$ cat src/rtl/tl45_register_read_if.sv
// rtl/tl45_register_read_if.sv - decode-in / operand-out / forwarding bundle for the register-read stage
interface tl45_register_read_if #(
  parameter int DATA_W = 32
);
  logic              i_valid;
  logic              o_ready;
  logic [DATA_W-1:0] i_pc;
  logic [4:0]        i_opcode;
  logic [3:0]        i_dr;
  logic [3:0]        i_sr1;
  logic [3:0]        i_sr2;
  logic [DATA_W-1:0] i_imm;
  logic              i_imm_sel;
  logic              i_flush;

  logic [3:0]        o_dprf_ra1;
  logic [3:0]        o_dprf_ra2;
  logic [DATA_W-1:0] i_dprf_d1;
  logic [DATA_W-1:0] i_dprf_d2;

  logic              i_fwd_ex_valid;
  logic [3:0]        i_fwd_ex_reg;
  logic [DATA_W-1:0] i_fwd_ex_value;
  logic              i_fwd_ex_is_load;
  logic              i_fwd_mem_valid;
  logic [3:0]        i_fwd_mem_reg;
  logic [DATA_W-1:0] i_fwd_mem_value;

  logic              o_valid;
  logic              i_ready;
  logic [DATA_W-1:0] o_pc;
  logic [4:0]        o_opcode;
  logic [3:0]        o_dr;
  logic [DATA_W-1:0] o_imm;
  logic [DATA_W-1:0] o_a;
  logic [DATA_W-1:0] o_b;
  logic [31:0]       o_hazard_cycles;

  // slave: the register-read stage itself
  modport slave (
    input  i_valid, i_pc, i_opcode, i_dr, i_sr1, i_sr2, i_imm, i_imm_sel, i_flush,
    input  i_dprf_d1, i_dprf_d2,
    input  i_fwd_ex_valid, i_fwd_ex_reg, i_fwd_ex_value, i_fwd_ex_is_load,
    input  i_fwd_mem_valid, i_fwd_mem_reg, i_fwd_mem_value,
    input  i_ready,
    output o_ready, o_dprf_ra1, o_dprf_ra2,
    output o_valid, o_pc, o_opcode, o_dr, o_imm, o_a, o_b, o_hazard_cycles
  );

  // master: decode, register file, forwarding sources and EX around the stage
  modport master (
    output i_valid, i_pc, i_opcode, i_dr, i_sr1, i_sr2, i_imm, i_imm_sel, i_flush,
    output i_dprf_d1, i_dprf_d2,
    output i_fwd_ex_valid, i_fwd_ex_reg, i_fwd_ex_value, i_fwd_ex_is_load,
    output i_fwd_mem_valid, i_fwd_mem_reg, i_fwd_mem_value,
    output i_ready,
    input  o_ready, o_dprf_ra1, o_dprf_ra2,
    input  o_valid, o_pc, o_opcode, o_dr, o_imm, o_a, o_b, o_hazard_cycles
  );
endinterface

$ cat src/rtl/tl45_register_read.sv
// rtl/tl45_register_read.sv - tl45 operand fetch: DPRF read, EX/MEM forwarding, load-use stall, registered output
module tl45_register_read #(
  parameter int DATA_W = 32
) (
  input  logic                 clk,
  input  logic                 reset,
  tl45_register_read_if.slave  rr
);

  logic              valid_q, valid_d;
  logic [DATA_W-1:0] pc_q, pc_d;
  logic [4:0]        opcode_q, opcode_d;
  logic [3:0]        dr_q, dr_d;
  logic [DATA_W-1:0] imm_q, imm_d;
  logic [DATA_W-1:0] a_q, a_d;
  logic [DATA_W-1:0] b_q, b_d;
  logic [31:0]       hazard_cycles_q, hazard_cycles_d;

  logic              slot_free;
  logic              hazard;
  logic              ready;
  logic [DATA_W-1:0] op_a;
  logic [DATA_W-1:0] op_b;

  // r0 is hardwired zero; EX beats MEM beats the register file. MEM must be
  // forwarded because the DPRF read happens before that same-edge write lands.
  function automatic logic [DATA_W-1:0] resolve(
    input logic [3:0]        r,
    input logic [DATA_W-1:0] dprf,
    input logic              ex_ok,
    input logic [3:0]        ex_reg,
    input logic [DATA_W-1:0] ex_val,
    input logic              mem_ok,
    input logic [3:0]        mem_reg,
    input logic [DATA_W-1:0] mem_val
  );
    if (r == 4'd0)                        return '0;
    else if (ex_ok && ex_reg == r)        return ex_val;
    else if (mem_ok && mem_reg == r)      return mem_val;
    else                                  return dprf;
  endfunction

  always_comb begin
    slot_free = !valid_q || rr.i_ready;
    hazard    = rr.i_valid && rr.i_fwd_ex_valid && rr.i_fwd_ex_is_load &&
                (rr.i_fwd_ex_reg != 4'd0) &&
                ((rr.i_fwd_ex_reg == rr.i_sr1) ||
                 (!rr.i_imm_sel && (rr.i_fwd_ex_reg == rr.i_sr2)));
    ready     = slot_free && !hazard && !rr.i_flush;

    op_a = resolve(rr.i_sr1, rr.i_dprf_d1,
                   rr.i_fwd_ex_valid && !rr.i_fwd_ex_is_load, rr.i_fwd_ex_reg, rr.i_fwd_ex_value,
                   rr.i_fwd_mem_valid, rr.i_fwd_mem_reg, rr.i_fwd_mem_value);
    op_b = rr.i_imm_sel ? rr.i_imm :
           resolve(rr.i_sr2, rr.i_dprf_d2,
                   rr.i_fwd_ex_valid && !rr.i_fwd_ex_is_load, rr.i_fwd_ex_reg, rr.i_fwd_ex_value,
                   rr.i_fwd_mem_valid, rr.i_fwd_mem_reg, rr.i_fwd_mem_value);
  end

  always_comb begin
    valid_d         = valid_q;
    pc_d            = pc_q;
    opcode_d        = opcode_q;
    dr_d            = dr_q;
    imm_d           = imm_q;
    a_d             = a_q;
    b_d             = b_q;
    hazard_cycles_d = hazard_cycles_q;

    if (rr.i_flush) begin
      valid_d = 1'b0;
    end else if (rr.i_valid && ready) begin
      valid_d  = 1'b1;
      pc_d     = rr.i_pc;
      opcode_d = rr.i_opcode;
      dr_d     = rr.i_dr;
      imm_d    = rr.i_imm;
      a_d      = op_a;
      b_d      = op_b;
    end else if (slot_free) begin
      valid_d = 1'b0;
    end

    // Only stalls that actually cost a slot are counted; a downstream stall hides the hazard.
    if (hazard && slot_free && !rr.i_flush) begin
      hazard_cycles_d = hazard_cycles_q + 32'd1;
    end
  end

  always_ff @(posedge clk) begin
    if (reset) begin
      valid_q         <= 1'b0;
      pc_q            <= '0;
      opcode_q        <= '0;
      dr_q            <= '0;
      imm_q           <= '0;
      a_q             <= '0;
      b_q             <= '0;
      hazard_cycles_q <= '0;
    end else begin
      valid_q         <= valid_d;
      pc_q            <= pc_d;
      opcode_q        <= opcode_d;
      dr_q            <= dr_d;
      imm_q           <= imm_d;
      a_q             <= a_d;
      b_q             <= b_d;
      hazard_cycles_q <= hazard_cycles_d;
    end
  end

  assign rr.o_ready         = ready;
  assign rr.o_dprf_ra1      = rr.i_sr1;
  assign rr.o_dprf_ra2      = rr.i_sr2;
  assign rr.o_valid         = valid_q;
  assign rr.o_pc            = pc_q;
  assign rr.o_opcode        = opcode_q;
  assign rr.o_dr            = dr_q;
  assign rr.o_imm           = imm_q;
  assign rr.o_a             = a_q;
  assign rr.o_b             = b_q;
  assign rr.o_hazard_cycles = hazard_cycles_q;

endmodule

$ cat src/flat_wrapper.sv
// flat-port wrapper written by rule: the top's interface ports become plain ports
module tl45_register_read_flat 
#(
  parameter int DATA_W = 32
)
  (clk, reset, rr_i_valid, rr_i_pc, rr_i_opcode, rr_i_dr, rr_i_sr1, rr_i_sr2, rr_i_imm, rr_i_imm_sel, rr_i_flush, rr_i_dprf_d1, rr_i_dprf_d2, rr_i_fwd_ex_valid, rr_i_fwd_ex_reg, rr_i_fwd_ex_value, rr_i_fwd_ex_is_load, rr_i_fwd_mem_valid, rr_i_fwd_mem_reg, rr_i_fwd_mem_value, rr_i_ready, rr_o_ready, rr_o_dprf_ra1, rr_o_dprf_ra2, rr_o_valid, rr_o_pc, rr_o_opcode, rr_o_dr, rr_o_imm, rr_o_a, rr_o_b, rr_o_hazard_cycles);
  tl45_register_read_if #(.DATA_W(DATA_W)) rr_i ();
  input  logic clk;
  input  logic reset;
  input wire logic [$bits(rr_i.i_valid)-1:0] rr_i_valid;
  input wire logic [$bits(rr_i.i_pc)-1:0] rr_i_pc;
  input wire logic [$bits(rr_i.i_opcode)-1:0] rr_i_opcode;
  input wire logic [$bits(rr_i.i_dr)-1:0] rr_i_dr;
  input wire logic [$bits(rr_i.i_sr1)-1:0] rr_i_sr1;
  input wire logic [$bits(rr_i.i_sr2)-1:0] rr_i_sr2;
  input wire logic [$bits(rr_i.i_imm)-1:0] rr_i_imm;
  input wire logic [$bits(rr_i.i_imm_sel)-1:0] rr_i_imm_sel;
  input wire logic [$bits(rr_i.i_flush)-1:0] rr_i_flush;
  input wire logic [$bits(rr_i.i_dprf_d1)-1:0] rr_i_dprf_d1;
  input wire logic [$bits(rr_i.i_dprf_d2)-1:0] rr_i_dprf_d2;
  input wire logic [$bits(rr_i.i_fwd_ex_valid)-1:0] rr_i_fwd_ex_valid;
  input wire logic [$bits(rr_i.i_fwd_ex_reg)-1:0] rr_i_fwd_ex_reg;
  input wire logic [$bits(rr_i.i_fwd_ex_value)-1:0] rr_i_fwd_ex_value;
  input wire logic [$bits(rr_i.i_fwd_ex_is_load)-1:0] rr_i_fwd_ex_is_load;
  input wire logic [$bits(rr_i.i_fwd_mem_valid)-1:0] rr_i_fwd_mem_valid;
  input wire logic [$bits(rr_i.i_fwd_mem_reg)-1:0] rr_i_fwd_mem_reg;
  input wire logic [$bits(rr_i.i_fwd_mem_value)-1:0] rr_i_fwd_mem_value;
  input wire logic [$bits(rr_i.i_ready)-1:0] rr_i_ready;
  output wire logic [$bits(rr_i.o_ready)-1:0] rr_o_ready;
  output wire logic [$bits(rr_i.o_dprf_ra1)-1:0] rr_o_dprf_ra1;
  output wire logic [$bits(rr_i.o_dprf_ra2)-1:0] rr_o_dprf_ra2;
  output wire logic [$bits(rr_i.o_valid)-1:0] rr_o_valid;
  output wire logic [$bits(rr_i.o_pc)-1:0] rr_o_pc;
  output wire logic [$bits(rr_i.o_opcode)-1:0] rr_o_opcode;
  output wire logic [$bits(rr_i.o_dr)-1:0] rr_o_dr;
  output wire logic [$bits(rr_i.o_imm)-1:0] rr_o_imm;
  output wire logic [$bits(rr_i.o_a)-1:0] rr_o_a;
  output wire logic [$bits(rr_i.o_b)-1:0] rr_o_b;
  output wire logic [$bits(rr_i.o_hazard_cycles)-1:0] rr_o_hazard_cycles;
  assign rr_i.i_valid = rr_i_valid;
  assign rr_i.i_pc = rr_i_pc;
  assign rr_i.i_opcode = rr_i_opcode;
  assign rr_i.i_dr = rr_i_dr;
  assign rr_i.i_sr1 = rr_i_sr1;
  assign rr_i.i_sr2 = rr_i_sr2;
  assign rr_i.i_imm = rr_i_imm;
  assign rr_i.i_imm_sel = rr_i_imm_sel;
  assign rr_i.i_flush = rr_i_flush;
  assign rr_i.i_dprf_d1 = rr_i_dprf_d1;
  assign rr_i.i_dprf_d2 = rr_i_dprf_d2;
  assign rr_i.i_fwd_ex_valid = rr_i_fwd_ex_valid;
  assign rr_i.i_fwd_ex_reg = rr_i_fwd_ex_reg;
  assign rr_i.i_fwd_ex_value = rr_i_fwd_ex_value;
  assign rr_i.i_fwd_ex_is_load = rr_i_fwd_ex_is_load;
  assign rr_i.i_fwd_mem_valid = rr_i_fwd_mem_valid;
  assign rr_i.i_fwd_mem_reg = rr_i_fwd_mem_reg;
  assign rr_i.i_fwd_mem_value = rr_i_fwd_mem_value;
  assign rr_i.i_ready = rr_i_ready;
  assign rr_o_ready = rr_i.o_ready;
  assign rr_o_dprf_ra1 = rr_i.o_dprf_ra1;
  assign rr_o_dprf_ra2 = rr_i.o_dprf_ra2;
  assign rr_o_valid = rr_i.o_valid;
  assign rr_o_pc = rr_i.o_pc;
  assign rr_o_opcode = rr_i.o_opcode;
  assign rr_o_dr = rr_i.o_dr;
  assign rr_o_imm = rr_i.o_imm;
  assign rr_o_a = rr_i.o_a;
  assign rr_o_b = rr_i.o_b;
  assign rr_o_hazard_cycles = rr_i.o_hazard_cycles;
  tl45_register_read #(.DATA_W(DATA_W)) u_core (.clk(clk), .reset(reset), .rr(rr_i));
endmodule
$ cat config.mk
export PLATFORM = sky130hd
export DESIGN_NAME = tl45_register_read_flat
export DESIGN_NICKNAME = d
export VERILOG_FILES = /design/src/rtl/tl45_register_read_if.sv /design/src/rtl/tl45_register_read.sv /design/src/flat_wrapper.sv
export SDC_FILE = /design/constraint.sdc
export NUM_CORES = 1
export LEC_CHECK = 0
export CORE_AREA = 2 2 158 160
export CTS_CLUSTER_SIZE = 16
export DETAILED_ROUTE_END_ITERATION = 12
export DIE_AREA = 0 0 160 162
export PLACE_DENSITY = 0.68
export SLEW_MARGIN = 20
export SYNTH_ARGS = -nofsm -noshare
export SYNTH_HDL_FRONTEND = slang
export SYNTH_SLANG_ARGS = --single-unit
$ cat constraint.sdc
create_clock -name clk -period 2.2 [get_ports clk]
set_clock_uncertainty 0.1 [all_clocks]
set_input_delay 0.44 -clock clk [delete_from_list [all_inputs] [get_ports clk]]
set_output_delay 0.44 -clock clk [all_outputs]
set_load 0.1 [all_outputs]
* After elaboration in Yosys (flattened, before gate mapping)
Cells that the tools add are included.
Word-level totals: bits of input ports 226, output and inout bits 179, register bits after elaboration 170, word-level logic and storage cells 51
Operators by class: multiplexer cells 9, add/subtract/negate cells 1, bitwise gates (word level) 1, eq/ne operators 4, reduce and logical (&&, ||, !) cells 28
Operators with widths (number):
- 32-bit two-way mux | 7
- 32-bit by 1-bit adder with 32-bit output, second input constant | 1
- 4-bit equality test | 4
- 1-bit logical AND | 15
- 4-bit logical NOT | 2
- 1-bit logical NOT | 5
- 4-bit nonzero test | 1
- 1-bit logical OR | 2
- 1-bit two-way mux | 2
- 2-bit AND reduction | 1
- 2-bit nonzero test | 1
- 2-bit OR reduction | 1
- 1-bit NOT | 1

* Depth between registers and ports, before layout
depth in word-level cells 9, mapped depth 9, mapped depth without buffers 7

* Least setup slack after synthesis
Ideal clock, no wire load.
path kind input to output, start input port rr_i_fwd_ex_reg[0], end output port rr_o_ready, stages on the path 6, data arrival time 3.417 ns, slack -1.757 ns, required time 1.660 ns, path buffers 2, path through xor2_1 > nor4_2 > o21bai_4 > buf_4 > buf_2 > a21boi_0
On the way: cells in the longest elaborated chain, start to end 7, elaborated cells between the ends (all ways) 10, classes of those cells eq/ne (2); reduce/logical (8)
Ends and longest elaborated chain:
- start, declared | RTL line flat_wrapper.sv:22 | input wire logic [$bits(rr_i.i_fwd_ex_reg)-1:0] rr_i_fwd_ex_reg;
- 4-bit equality test | RTL line tl45_register_read.sv:48 | (!rr.i_imm_sel && (rr.i_fwd_ex_reg == rr.i_sr2)));
- 1-bit logical AND | RTL line tl45_register_read.sv:48
- 1-bit logical OR | RTL line tl45_register_read.sv:47 | ((rr.i_fwd_ex_reg == rr.i_sr1) ||
- 1-bit logical AND * | RTL line tl45_register_read.sv:46 | (rr.i_fwd_ex_reg != 4'd0) &&
- 1-bit logical NOT * | RTL line tl45_register_read.sv:49 | ready = slot_free && !hazard && !rr.i_flush;
- 1-bit logical AND * (2 in series) | RTL line tl45_register_read.sv:49
- end, declared | RTL line flat_wrapper.sv:29 | output wire logic [$bits(rr_i.o_ready)-1:0] rr_o_ready;
Every way passes the cells marked *; elsewhere a longest branch is shown, timed or not.

* Final worst setup path
start input port rr_i_fwd_mem_reg[3], end register u_core.b_q[16], in the netlist u_core.rr.o_b[16]
On the way: cells in the longest elaborated chain, start to end 6
Ends and longest elaborated chain:
- start, declared | RTL line flat_wrapper.sv:26 | input wire logic [$bits(rr_i.i_fwd_mem_reg)-1:0] rr_i_fwd_mem_reg;
- 4-bit equality test | RTL line tl45_register_read.sv:39 | else if (mem_ok && mem_reg == r) return mem_val;
- 1-bit logical AND | RTL line tl45_register_read.sv:39
- 32-bit two-way mux | RTL line tl45_register_read.sv:39
- 32-bit two-way mux | RTL line tl45_register_read.sv:38 | else if (ex_ok && ex_reg == r) return ex_val;
- 32-bit two-way mux | RTL line tl45_register_read.sv:37 | if (r == 4'd0) return '0;
- 32-bit two-way mux | RTL line tl45_register_read.sv:54 | op_b = rr.i_imm_sel ? rr.i_imm :
- end signal, assigned | RTL line tl45_register_read.sv:98 | b_q <= '0;
- end signal, assigned | RTL line tl45_register_read.sv:107 | b_q <= b_d;
- end, declared | RTL line tl45_register_read.sv:16 | logic [DATA_W-1:0] b_q, b_d;
Every way passes these cells. A chain may end at the register's enable or synchronous reset.

==> impl_metrics.csv <==
group,metric,value,unit
run_status,outcome,"completed",
logic_synthesis,synthDistinctLibCells,42,
logic_synthesis,synth_top_family_by_area,"compound AO/OA/AOI/OAI gates",
clock_network,path_clk_slew,70,ps
logic_synthesis,synthXorXnorAreaFrac,3.40,%
logic_synthesis,synth_seq_cells,170,
floorplan,die-width,160,microns
power,power_density,677,nW/um^2
clock_network,clkSinkCount,170,
placement,port_buffers,404,
final_layout,fin_area,13400,sq um
clock_network,clock_path_buffers,2,
timing,fmax,461,MHz
final_layout,syn2layout_area_growth,67.5,%
logic_synthesis,synth_top_area_cell,"dfxtp_1",
floorplan,ios,405,
timing,hold_violations,0,
logic_synthesis,synth_area_leaders,"dfxtp_1, nand2_1, a21oi_1",
logic_synthesis,synth_simple_gate_area_share,21.1,%
power,ir_drop,0.000459,V
flow_run,maxCapViolCount,0,
timing,maxSlewViolCount,0,
power,swShare,36.5,%
final_layout,multi_input_area,4300,sq um
logic_synthesis,synth_top_area_share,42.7,%
logic_synthesis,yosysSeqAreaShare,42.7,%
logic_synthesis,async_reset_ff_share,0,%
grt,grt_max_degree,78,
final_layout,nNetsFinal,1650,
drt,drtPass1Iterations,5,
grt,antenna_found_initial,0,
timing,maxSlewHeadroom,65.6,%
critical_path,critPathRequiredTime,2440,ps
grt,grt_pass1_wl,49200,microns
drt,avgRoutedWirePerCell,18.5,microns
logic_synthesis,synth_commonest_cells,"nand2_1, dfxtp_1, a21oi_1",
floorplan,start_util,33.1,%
critical_path,path_max_fanout,16,
timing,whs,250,ps
drt,vias,8952,
logic_synthesis,synth-compound-area-share,23.4,%
drt,wl,32600,microns
grt,grt_overflow,0,
power,power_leakage,0.00544,uW
final_layout,register_area,3470,sq um
logic_synthesis,syn_inst,1008,
placement,place.gp.congestion,0.892,
logic_synthesis,yosysWarnings,0,
clock_network,h-tree-depth,4,
logic_synthesis,syn_avg_cell_area,7.91,sq um
logic_synthesis,syn-num-nets,1235,
drt,drc,0,
power,seq_power_share,36.2,%
critical_path,critPathKind,"primary input to flip-flop",
critical_path,crit_path_start_kind,"primary input",
power,pwr-share-clk,35.3,%
power,p_switching,3310,uW
drt,ant_nets,0,
logic_synthesis,synthesis.area,7980,sq um
floorplan,dieHeight,162,microns
drt,vias_per_cell,5.09,
placement,placed_area,12500,sq um
drt,drt_iter0_drc,639,
final_layout,post_route_cells_drive_above_1_share,27.0,%
logic_synthesis,yosysMostFrequentCell,"nand2_1",
power,p_int,5740,uW
power,p_comb_share,28.5,%
final_layout,antennaDiodeCount,0,
placement,dp_hpwl,24300,microns
clock_network,cts_root_buf,"clkbuf_16",
clock_network,cts_made_buffers,17,
timing,setup_viol,0,
final_layout,fillCellCount,2272,
logic_synthesis,synth_fa_ha_area_share,0.157,%
logic_synthesis,ys.flop_type,"dfxtp_1",
timing,timing.final.crit_period,2170,ps
grt,grtUsageTotal,24.1,%
logic_synthesis,synth-edff-count,0,
floorplan,coreArea,24100,sq um
critical_path,cp.arrival,2410,ps
clock_network,clock_latency,430,ps
floorplan,num_rows,57,
timing,post-route-period-util,98.7,%
timing,rsz0062_at_grt,"yes",
hold_path,hold_path_class,"primary input to flip-flop",
clock_network,cts_tree,"built",
floorplan,dieArea,25900,sq um
logic_synthesis,synth_mux_area_share,4.02,%
critical_path,cp-end-kind,"flip-flop",
grt,grt_pass1_vias,8815,
timing,tightest_slew,511,ps
## metal layers
layer	share of wire, %	GRT usage, %
met2	50	43.5
met1	41	28.3
met4	1.8	6.35
met3	7.2	6.38
met5	0	0
## path summary, 6_finish.rpt
| path | startpoint | end | slack, ps | depth (start not counted) |
|---|---|---|---|---|
| setup / recovery | rr_i_fwd_mem_reg[3] | u_core.rr.o_b[16] | 30 | 9 |
| hold reg to reg | u_core.rr.o_pc[5] | u_core.rr.o_pc[5] | 360 | 2 |
| hold / removal | rr_i_flush | u_core.rr.o_valid | 250 | 2 |
| setup reg to reg | u_core.rr.o_hazard_cycles[22] | u_core.rr.o_hazard_cycles[29] | 220 | 6 |
## registers in the layout, indices dropped and copies added, names as in the netlist
name                       cells
u_core.rr.o_a                 32
u_core.rr.o_imm               32
u_core.rr.o_dr                 4
u_core.rr.o_opcode             5
u_core.rr.o_pc                32
u_core.rr.o_valid              1
u_core.rr.o_b                 32
u_core.rr.o_hazard_cycles     32
## area by class of cell
class / instances / share of cell area, %
Timing Repair Buffer: 483 / 34.2
Multi-Input combinational cell: 748 / 32.1
Sequential cell: 170 / 26.0
Clock buffer: 17 / 3.18
Tap cell: 324 / 3.03
Clock inverter: 15 / 1.42
Inverter: 3 / 0.0843
## per-stage QoR
step / power, uW / instances / worst slack, ps / utilization (%) / setup TNS [ps]
global placement: 5880 / 1716 / -591 / 52.0 / -86160
CTS: 9080 / 1752 / 1.04 / 54.8 / 0
detailed placement: 5890 / 1716 / -666 / 52.0 / -91210
global route: 9350 / 1760 / -10.1 / 55.4 / -24.2
finish: 9050 / 1760 / 29.5 / 55.4 / 0
floorplan: 4900 / 1008 / -148 / - / -148
## power groups by stage
stage	Combinational, uW	Clock (uW)	Sequential, uW
2_1_floorplan	578	0	4320
3_3_place_gp	2540	0	3340
3_5_place_dp	2540	0	3350
4_1_cts	2560	3250	3280
5_1_grt	2690	3360	3290
6_report	2580	3200	3280
## kinds of logic (layout without fill, tap and decap cells)
| family | Yosys count | count (layout) |
|---|---|---|
| adder cells (fa/ha/maj) | 1 | 1 |
| AO/OA/AOI/OAI | 299 | 299 |
| XOR/XNOR | 31 | 31 |
| AND/OR/NAND/NOR | 385 | 385 |
| multiplexers | 32 | 32 |
| flip-flops | 170 | 170 |
| buffers and inverters | 90 | 518 |
## cell usage in the layout (no fill, tap or decap), types with 4 or more instances in the layout
| cell | count |
|---|---|
| buf_4 | 226 |
| nand2_1 | 221 |
| clkdlybuf4s50_1 | 204 |
| a21oi_1 | 151 |
| dfxtp_1 | 142 |
| nor2_1 | 85 |
| o21ai_0 | 37 |
| a31o_2 | 32 |
| mux2i_1 | 32 |
| a22o_1 | 32 |
| buf_12 | 29 |
| a211oi_1 | 27 |
| xor2_1 | 24 |
| clkbuf_16 | 19 |
| nand4_1 | 16 |
| dfxtp_2 | 16 |
| dfxtp_4 | 12 |
| nand3_1 | 11 |
| and3_1 | 10 |
| or3_1 | 7 |
| o31ai_1 | 7 |
| or4_1 | 7 |
| a211oi_2 | 6 |
| inv_8 | 6 |
| dlymetal6s2s_1 | 6 |
| xnor2_1 | 5 |
| buf_2 | 5 |
| and4_1 | 4 |
## worst max-delay path: stages
cell and delay, ps:
clkdlybuf4s50_1 510, inv_1 80, a221o_1 370, nor3_4 140, buf_4 150, buf_12 150
nand2_1 70, a31o_2 280, a211oi_1 210
## repair_timing
item,in CTS,in global routing
pin swaps,4,12
endpoints found under the setup margin,142,84
buffers inserted,5,5
hold buffers,0,0
hold endpoints to repair,0,0
resized for setup,42,23
cloned,0,3
(Power assumes the default switching activity.)
